<file path="config.mk">
export PLATFORM = sky130hd
export DESIGN_NAME = multdiv_iter
export DESIGN_NICKNAME = d
export VERILOG_FILES = /design/src/rtl/multdiv_iter.sv
export SDC_FILE = /design/constraint.sdc
export NUM_CORES = 1
export LEC_CHECK = 0
export CORE_MARGIN = 2
export CORE_UTILIZATION = 57
export CTS_CLUSTER_SIZE = 8
export DETAILED_ROUTE_END_ITERATION = 10
export PLACE_DENSITY_LB_ADDON = 0.25
export SYNTH_ARGS = -nofsm -noshare
export SYNTH_HDL_FRONTEND = slang
export SYNTH_SLANG_ARGS = --single-unit
</file>
<file path="constraint.sdc">
create_clock -name clock -period 5.7 [get_ports clock]
set_input_delay 1.14 -clock clock [delete_from_list [all_inputs] [get_ports clock]]
set_output_delay 1.14 -clock clock [all_outputs]
set_load 0.03 [all_outputs]
</file>
<file path="src/rtl/multdiv_iter.sv">
// multdiv_iter -- iterative signed 32-bit multiply/divide unit for the execute stage.
//
// Multiply uses radix-2 Booth recoding with one add/sub and one arithmetic
// right shift per cycle. Divide uses restoring shift-subtract on operand
// magnitudes with one quotient bit per cycle. Both take 32 iterations, so a
// start sampled on edge E raises data_resultRDY from edge E+32 to E+33.
//
// Optional feature macro: MULTDIV_DIV_EN
//   defined   : divider datapath and DIV state are built.
//   undefined : ctrl_DIV is accepted as a start but skips iteration; the ready
//               pulse comes one edge later with result 0 and exception 1.
//
// Ports:
//   clock          in   single clock, rising edge
//   reset          in   asynchronous, active-high; clears all state
//   data_operandA  in   multiplicand / dividend (two's complement)
//   data_operandB  in   multiplier / divisor (two's complement)
//   ctrl_MULT      in   start pulse for multiply (wins over ctrl_DIV)
//   ctrl_DIV       in   start pulse for divide
//   data_result    out  low 32 bits of product, or quotient
//   data_exception out  overflow / divide-by-zero, valid with data_resultRDY
//   data_resultRDY out  registered one-cycle completion pulse

module multdiv_iter #(
  parameter int WIDTH = 32
) (
  input  logic             clock,
  input  logic             reset,
  input  logic [WIDTH-1:0] data_operandA,
  input  logic [WIDTH-1:0] data_operandB,
  input  logic             ctrl_MULT,
  input  logic             ctrl_DIV,
  output logic [WIDTH-1:0] data_result,
  output logic             data_exception,
  output logic             data_resultRDY
);

  typedef enum logic [1:0] {IDLE, MUL, DIV, DONE} state_t;

  localparam logic [5:0] LAST_ITER = 6'(WIDTH - 1);

  state_t           state_q, state_d;
  logic [5:0]       cnt_q, cnt_d;
  // acc carries one guard bit so that subtracting the most negative
  // multiplicand cannot wrap during Booth steps.
  logic [WIDTH:0]   acc_q, acc_d;
  logic [WIDTH-1:0] q_q, q_d;
  logic             qm1_q, qm1_d;
  // Multiplicand for multiply, divisor magnitude for divide.
  logic [WIDTH-1:0] opb_q, opb_d;
  logic [WIDTH-1:0] result_q, result_d;
  logic             exc_q, exc_d;
  logic             rdy_q, rdy_d;

  // Booth step: {acc, q, qm1} after one add/sub and arithmetic shift.
  logic [WIDTH:0]   mcand_x, booth_sum, booth_acc;
  logic [WIDTH-1:0] booth_q;
  logic             booth_qm1, booth_exc;

  always_comb begin
    mcand_x = {opb_q[WIDTH-1], opb_q};
    case ({q_q[0], qm1_q})
      2'b01:   booth_sum = acc_q + mcand_x;
      2'b10:   booth_sum = acc_q - mcand_x;
      default: booth_sum = acc_q;
    endcase
    booth_acc = {booth_sum[WIDTH], booth_sum[WIDTH:1]};
    booth_q   = {booth_sum[0], q_q[WIDTH-1:1]};
    booth_qm1 = q_q[0];
    // Product fits in signed 32 bits only if bits 63..31 are a pure sign run.
    booth_exc = !((&{booth_acc[WIDTH-1:0], booth_q[WIDTH-1]}) ||
                  (~|{booth_acc[WIDTH-1:0], booth_q[WIDTH-1]}));
  end

`ifdef MULTDIV_DIV_EN
  logic             neg_q, neg_d;
  logic             dz_q, dz_d;
  logic             ovf_q, ovf_d;
  logic [WIDTH-1:0] a_mag, b_mag;
  logic [WIDTH:0]   rem_shift, div_diff, div_acc;
  logic [WIDTH-1:0] div_q, quot;

  // Restoring step: acc holds the partial remainder, q shifts the dividend
  // out at the top and the quotient bits in at the bottom.
  always_comb begin
    a_mag     = data_operandA[WIDTH-1] ? -data_operandA : data_operandA;
    b_mag     = data_operandB[WIDTH-1] ? -data_operandB : data_operandB;
    rem_shift = {acc_q[WIDTH-1:0], q_q[WIDTH-1]};
    div_diff  = rem_shift - {1'b0, opb_q};
    if (div_diff[WIDTH]) begin
      div_acc = rem_shift;
      div_q   = {q_q[WIDTH-2:0], 1'b0};
    end else begin
      div_acc = div_diff;
      div_q   = {q_q[WIDTH-2:0], 1'b1};
    end
    quot = neg_q ? -div_q : div_q;
  end
`endif

  // Next-state and datapath control. A start pulse is honoured in every
  // state, abandoning any operation in flight and clearing the outputs.
  always_comb begin
    state_d  = state_q;
    cnt_d    = cnt_q;
    acc_d    = acc_q;
    q_d      = q_q;
    qm1_d    = qm1_q;
    opb_d    = opb_q;
    result_d = result_q;
    exc_d    = exc_q;
    rdy_d    = 1'b0;
`ifdef MULTDIV_DIV_EN
    neg_d    = neg_q;
    dz_d     = dz_q;
    ovf_d    = ovf_q;
`endif

    if (ctrl_MULT) begin
      state_d  = MUL;
      cnt_d    = '0;
      acc_d    = '0;
      q_d      = data_operandB;
      qm1_d    = 1'b0;
      opb_d    = data_operandA;
      result_d = '0;
      exc_d    = 1'b0;
    end else if (ctrl_DIV) begin
      cnt_d    = '0;
      acc_d    = '0;
      qm1_d    = 1'b0;
      result_d = '0;
      exc_d    = 1'b0;
`ifdef MULTDIV_DIV_EN
      state_d  = DIV;
      q_d      = a_mag;
      opb_d    = b_mag;
      neg_d    = data_operandA[WIDTH-1] ^ data_operandB[WIDTH-1];
      dz_d     = (data_operandB == '0);
      ovf_d    = (data_operandA == {1'b1, {(WIDTH-1){1'b0}}}) &&
                 (data_operandB == '1);
`else
      // Arrive in DONE with no pulse yet; DONE raises it on the next edge.
      state_d  = DONE;
`endif
    end else begin
      case (state_q)
        IDLE: ;
        MUL: begin
          acc_d = booth_acc;
          q_d   = booth_q;
          qm1_d = booth_qm1;
          cnt_d = cnt_q + 6'd1;
          if (cnt_q == LAST_ITER) begin
            state_d  = DONE;
            rdy_d    = 1'b1;
            result_d = booth_q;
            exc_d    = booth_exc;
          end
        end
`ifdef MULTDIV_DIV_EN
        DIV: begin
          acc_d = div_acc;
          q_d   = div_q;
          cnt_d = cnt_q + 6'd1;
          if (cnt_q == LAST_ITER) begin
            state_d = DONE;
            rdy_d   = 1'b1;
            if (dz_q) begin
              result_d = '0;
              exc_d    = 1'b1;
            end else begin
              // The most-negative / -1 case yields 0x80000000 naturally.
              result_d = quot;
              exc_d    = ovf_q;
            end
          end
        end
        DONE: state_d = IDLE;
`else
        DONE: begin
          if (rdy_q) begin
            state_d = IDLE;
          end else begin
            rdy_d    = 1'b1;
            result_d = '0;
            exc_d    = 1'b1;
          end
        end
`endif
        default: state_d = IDLE;
      endcase
    end
  end

  always_ff @(posedge clock or posedge reset) begin
    if (reset) begin
      state_q  <= IDLE;
      cnt_q    <= '0;
      acc_q    <= '0;
      q_q      <= '0;
      qm1_q    <= 1'b0;
      opb_q    <= '0;
      result_q <= '0;
      exc_q    <= 1'b0;
      rdy_q    <= 1'b0;
`ifdef MULTDIV_DIV_EN
      neg_q    <= 1'b0;
      dz_q     <= 1'b0;
      ovf_q    <= 1'b0;
`endif
    end else begin
      state_q  <= state_d;
      cnt_q    <= cnt_d;
      acc_q    <= acc_d;
      q_q      <= q_d;
      qm1_q    <= qm1_d;
      opb_q    <= opb_d;
      result_q <= result_d;
      exc_q    <= exc_d;
      rdy_q    <= rdy_d;
`ifdef MULTDIV_DIV_EN
      neg_q    <= neg_d;
      dz_q     <= dz_d;
      ovf_q    <= ovf_d;
`endif
    end
  end

  assign data_result    = result_q;
  assign data_exception = exc_q;
  assign data_resultRDY = rdy_q;

endmodule
</file>
==> flow_summary_export.csv <==
group,metric,value,unit
clocking,cts_tree,"built",
clocking,post_cts_buffers,0,
place,io_buffers,101,
timing,rsz0062_at_grt,"no",
finish,final_common_cell,"nand2_1",
place,placed_cells,1246,
clocking,clockRootBuffer,"clkbuf_16",
routing,antenna_left,0,
pwr,power_leakage,4.448,nW
grt,grt_pass1_vias,7414,
timing,whs,0.4757,ns
grt,grt_pass1_wl,36630,µm
synth,ys_warn_count,0,
timing,slew_headroom,0.3537,
flow_run,cap_viol_max_count,0,
synth,yosys-top-cells-area,"dfrtp_1, nand2_1, o21ai_0",
timing,setup_viol,0,
timing,slew_violations,0,
clocking,cts_max_level,4,
setup_path,cp-startpoint,"opb_q[3]$_DFFE_PP0P_",
floorplan,die_h,128.5,µm
timing,tns,0,ns
grt,overflow,0,
setup_path,worstPathMaxFanout,8,
synth,synthFlopType,"dfrtp_1",
routing,vias,7681,
timing,fin_crit,5.452,ns
setup_path,endpoint_kind,"register",
pwr,power,3.207,mW
setup_path,ff2ff_path_depth,20,
grt,antenna_found_initial,0,
setup_path,critPathArrivalTime,5.76,ns
setup_path,crit_end,"data_exception$_DFFE_PP0P_",
grt,grt_max_degree,109,
synth,ys_seq_area_frac,0.3937,
routing,first_pass_iters,7,
routing,routed_wirelength,22130,µm
floorplan,pin_count,102,
timing,fmax,183.4,MHz
timing,min_period_over_period,0.9564,
clocking,clkSlewWorstSetupHoldPaths,0.06,ns
setup_path,r2r_start,"opb_q[3]$_DFFE_PP0P_",
synth,syn_nets,1110,
timing,finalHoldViolations,0,
floorplan,rows,45,
pwr,power_density,305.8,nW/µm²
grt,grt_usage,0.2778,
routing,drcViolationCount,0,
finish,instances_no_fill,1278,
floorplan,start_util,0.5833,
hold_path,hold_class,"reg2reg",
setup_path,r2r_end,"data_exception$_DFFE_PP0P_",
synth,synth_top_area_frac,0.3937,
place,place_ws,0.4090,ns
clocking,worst_skew_pair.late_latency,0.42,ns
clocking,clockBufferDepth,2,
finish,post-route-util,0.6924,
synth,synth_edf_count,0,
finish,num-fill-cells,1175,
synth,ys_ff_latch,139,
finish,regArea,3478,µm²
synth,syn_inst,1006,
setup_path,worstSetupStartpointType,"register",
routing,viasPerCell,6.010,
clocking,holdBufCountCts,0,
routing,wire_per_inst,17.31,µm
setup_path,regToRegSetupSlack,0.25,ns
clocking,numCtsBuffers,17,
synth,avgSynthCellArea,8.782,µm²
place,gp_congestion,0.9513,
floorplan,die_area,16510,µm²
synth,synth_area_leader_cell,"dfrtp_1",
timing,setup_ws,0.2484,ns
synth,synth_area,8835,µm²
finish,final_cell_mix,"nand2_1, dfrtp_1, o21ai_0",
clocking,cts.sinks,139,
timing,worstMarginPinSlew,0.9694,ns
floorplan,die_x,128.5,µm
synth,synth_cell_types,77,
place,dpl_cell_area,9913,µm²
setup_path,crit_type,"reg2reg",
finish,finalNetCount,1181,
timing,clock_skew,0.007379,ns
finish,syn2layout_area_growth,18.69,%
synth,synthArstFlopShare,1.000,
place,hpwl,15410,µm
finish,multi_input_area,4995,µm²
finish,drive_above_1_share,0.08991,
finish,diodes,0,
setup_path,cp.required,6.01,ns
floorplan,core_area,15150,µm²
outcome,status,"finished, final reports clean",
pwr,vdd_drop_max,215.8,µV
clocking,cts_resized,0,
routing,drtIter0Drc,630,
finish,final_area,10490,µm²
==> cells by family (layout without fill, tap and decap cells) <==
family,count (synthesis),after routing,share of synthesized area
and+or+nand+nor,356,356,0.1841
AOI/OAI and AO/OA,261,261,0.1854
DFF,139,139,0.3937
buffers and inverters,86,170,0.04433
muxes,70,70,0.08313
xor gates and xnor gates,58,58,0.05750
adders and majority gates,36,36,0.05183
==> synthesized netlist by cell type, drive strengths merged, types with 8 or more instances <==
master	instances
inv	23
a21oi	64
xor2	10
o21a	8
mux2i	43
clkbuf	57
o21ai	108
nand4	13
mux2	27
xnor2	48
nor2b	9
nor3	26
nor2	82
a211oi	18
nand2	166
dfrtp	139
nand3	11
ha	35
a21o	10
==> report_power, final <==
group | switching, mW | internal (mW) | leakage (nW) | total, mW
Clock | 0.420 | 0.655 | 0.270 | 1.08
Combinational | 0.577 | 0.411 | 2.39 | 0.989
Sequential | 0.0792 | 1.06 | 1.79 | 1.14
==> sequential cells by signal, indices dropped and copies added (netlist names) <==
signal,cells
acc_q,32
data_result,32
opb_q,32
q_q,32
cnt_q,6
state_q,2
data_exception,1
data_resultRDY,1
qm1_q,1
==> layer usage <==
metal,part of all wire,GRT usage,vias to the layer above
li1,-,-,3703
met4,0.025,0.1004,0
met1,0.44,0.3794,3643
met3,0.075,0.07401,53
met5,0,0,-
met2,0.46,0.4305,282
==> final cells by class <==
class                   count  share of cell area
multi-input cells         781              0.4763
flip-flops and latches    139              0.3317
repair buffers            115              0.1062
clock buffers              22             0.04331
well taps                 188             0.02243
clock inverters            10             0.01134
inverters                  23            0.008710
==> critical path: stages (launching register included) <==
cell and delay [ns]:
dfrtp_1 0.41, or3_1 0.42, or3_1 0.35, nor3_1 0.15, buf_4 0.17, nand2_1 0.07, nor3b_1 0.26, buf_4 0.20
nor2b_1 0.26, nor2_1 0.08, xnor2_1 0.13, ha_1 0.39, a21oi_1 0.23, o21bai_1 0.09, a21oi_1 0.18, nor4b_2 0.38
xor2_1 0.24, o21ai_1 0.11, or4_1 0.51, or4_1 0.48, o211a_1 0.22
==> worst min path at each step <==
| stage | slack [ns] | startpoint | cells past startpoint | end |
|---|---|---|---|---|
| 2_1_floorplan | 0.50 | acc_q[0]$_DFFE_PP0P_ | 2 | acc_q[0]$_DFFE_PP0P_ |
| 3_3_place_gp | 0.46 | data_result[19]$_DFFE_PP0P_ | 2 | data_result[19]$_DFFE_PP0P_ |
| 3_5_place_dp | 0.47 | data_result[31]$_DFFE_PP0P_ | 2 | data_result[31]$_DFFE_PP0P_ |
| 4_1_cts | 0.48 | data_result[31]$_DFFE_PP0P_ | 2 | data_result[31]$_DFFE_PP0P_ |
| 5_1_grt | 0.51 | data_result[22]$_DFFE_PP0P_ | 2 | data_result[22]$_DFFE_PP0P_ |
| 6_report | 0.48 | data_result[2]$_DFFE_PP0P_ | 2 | data_result[2]$_DFFE_PP0P_ |
(Power assumes the default switching activity.)
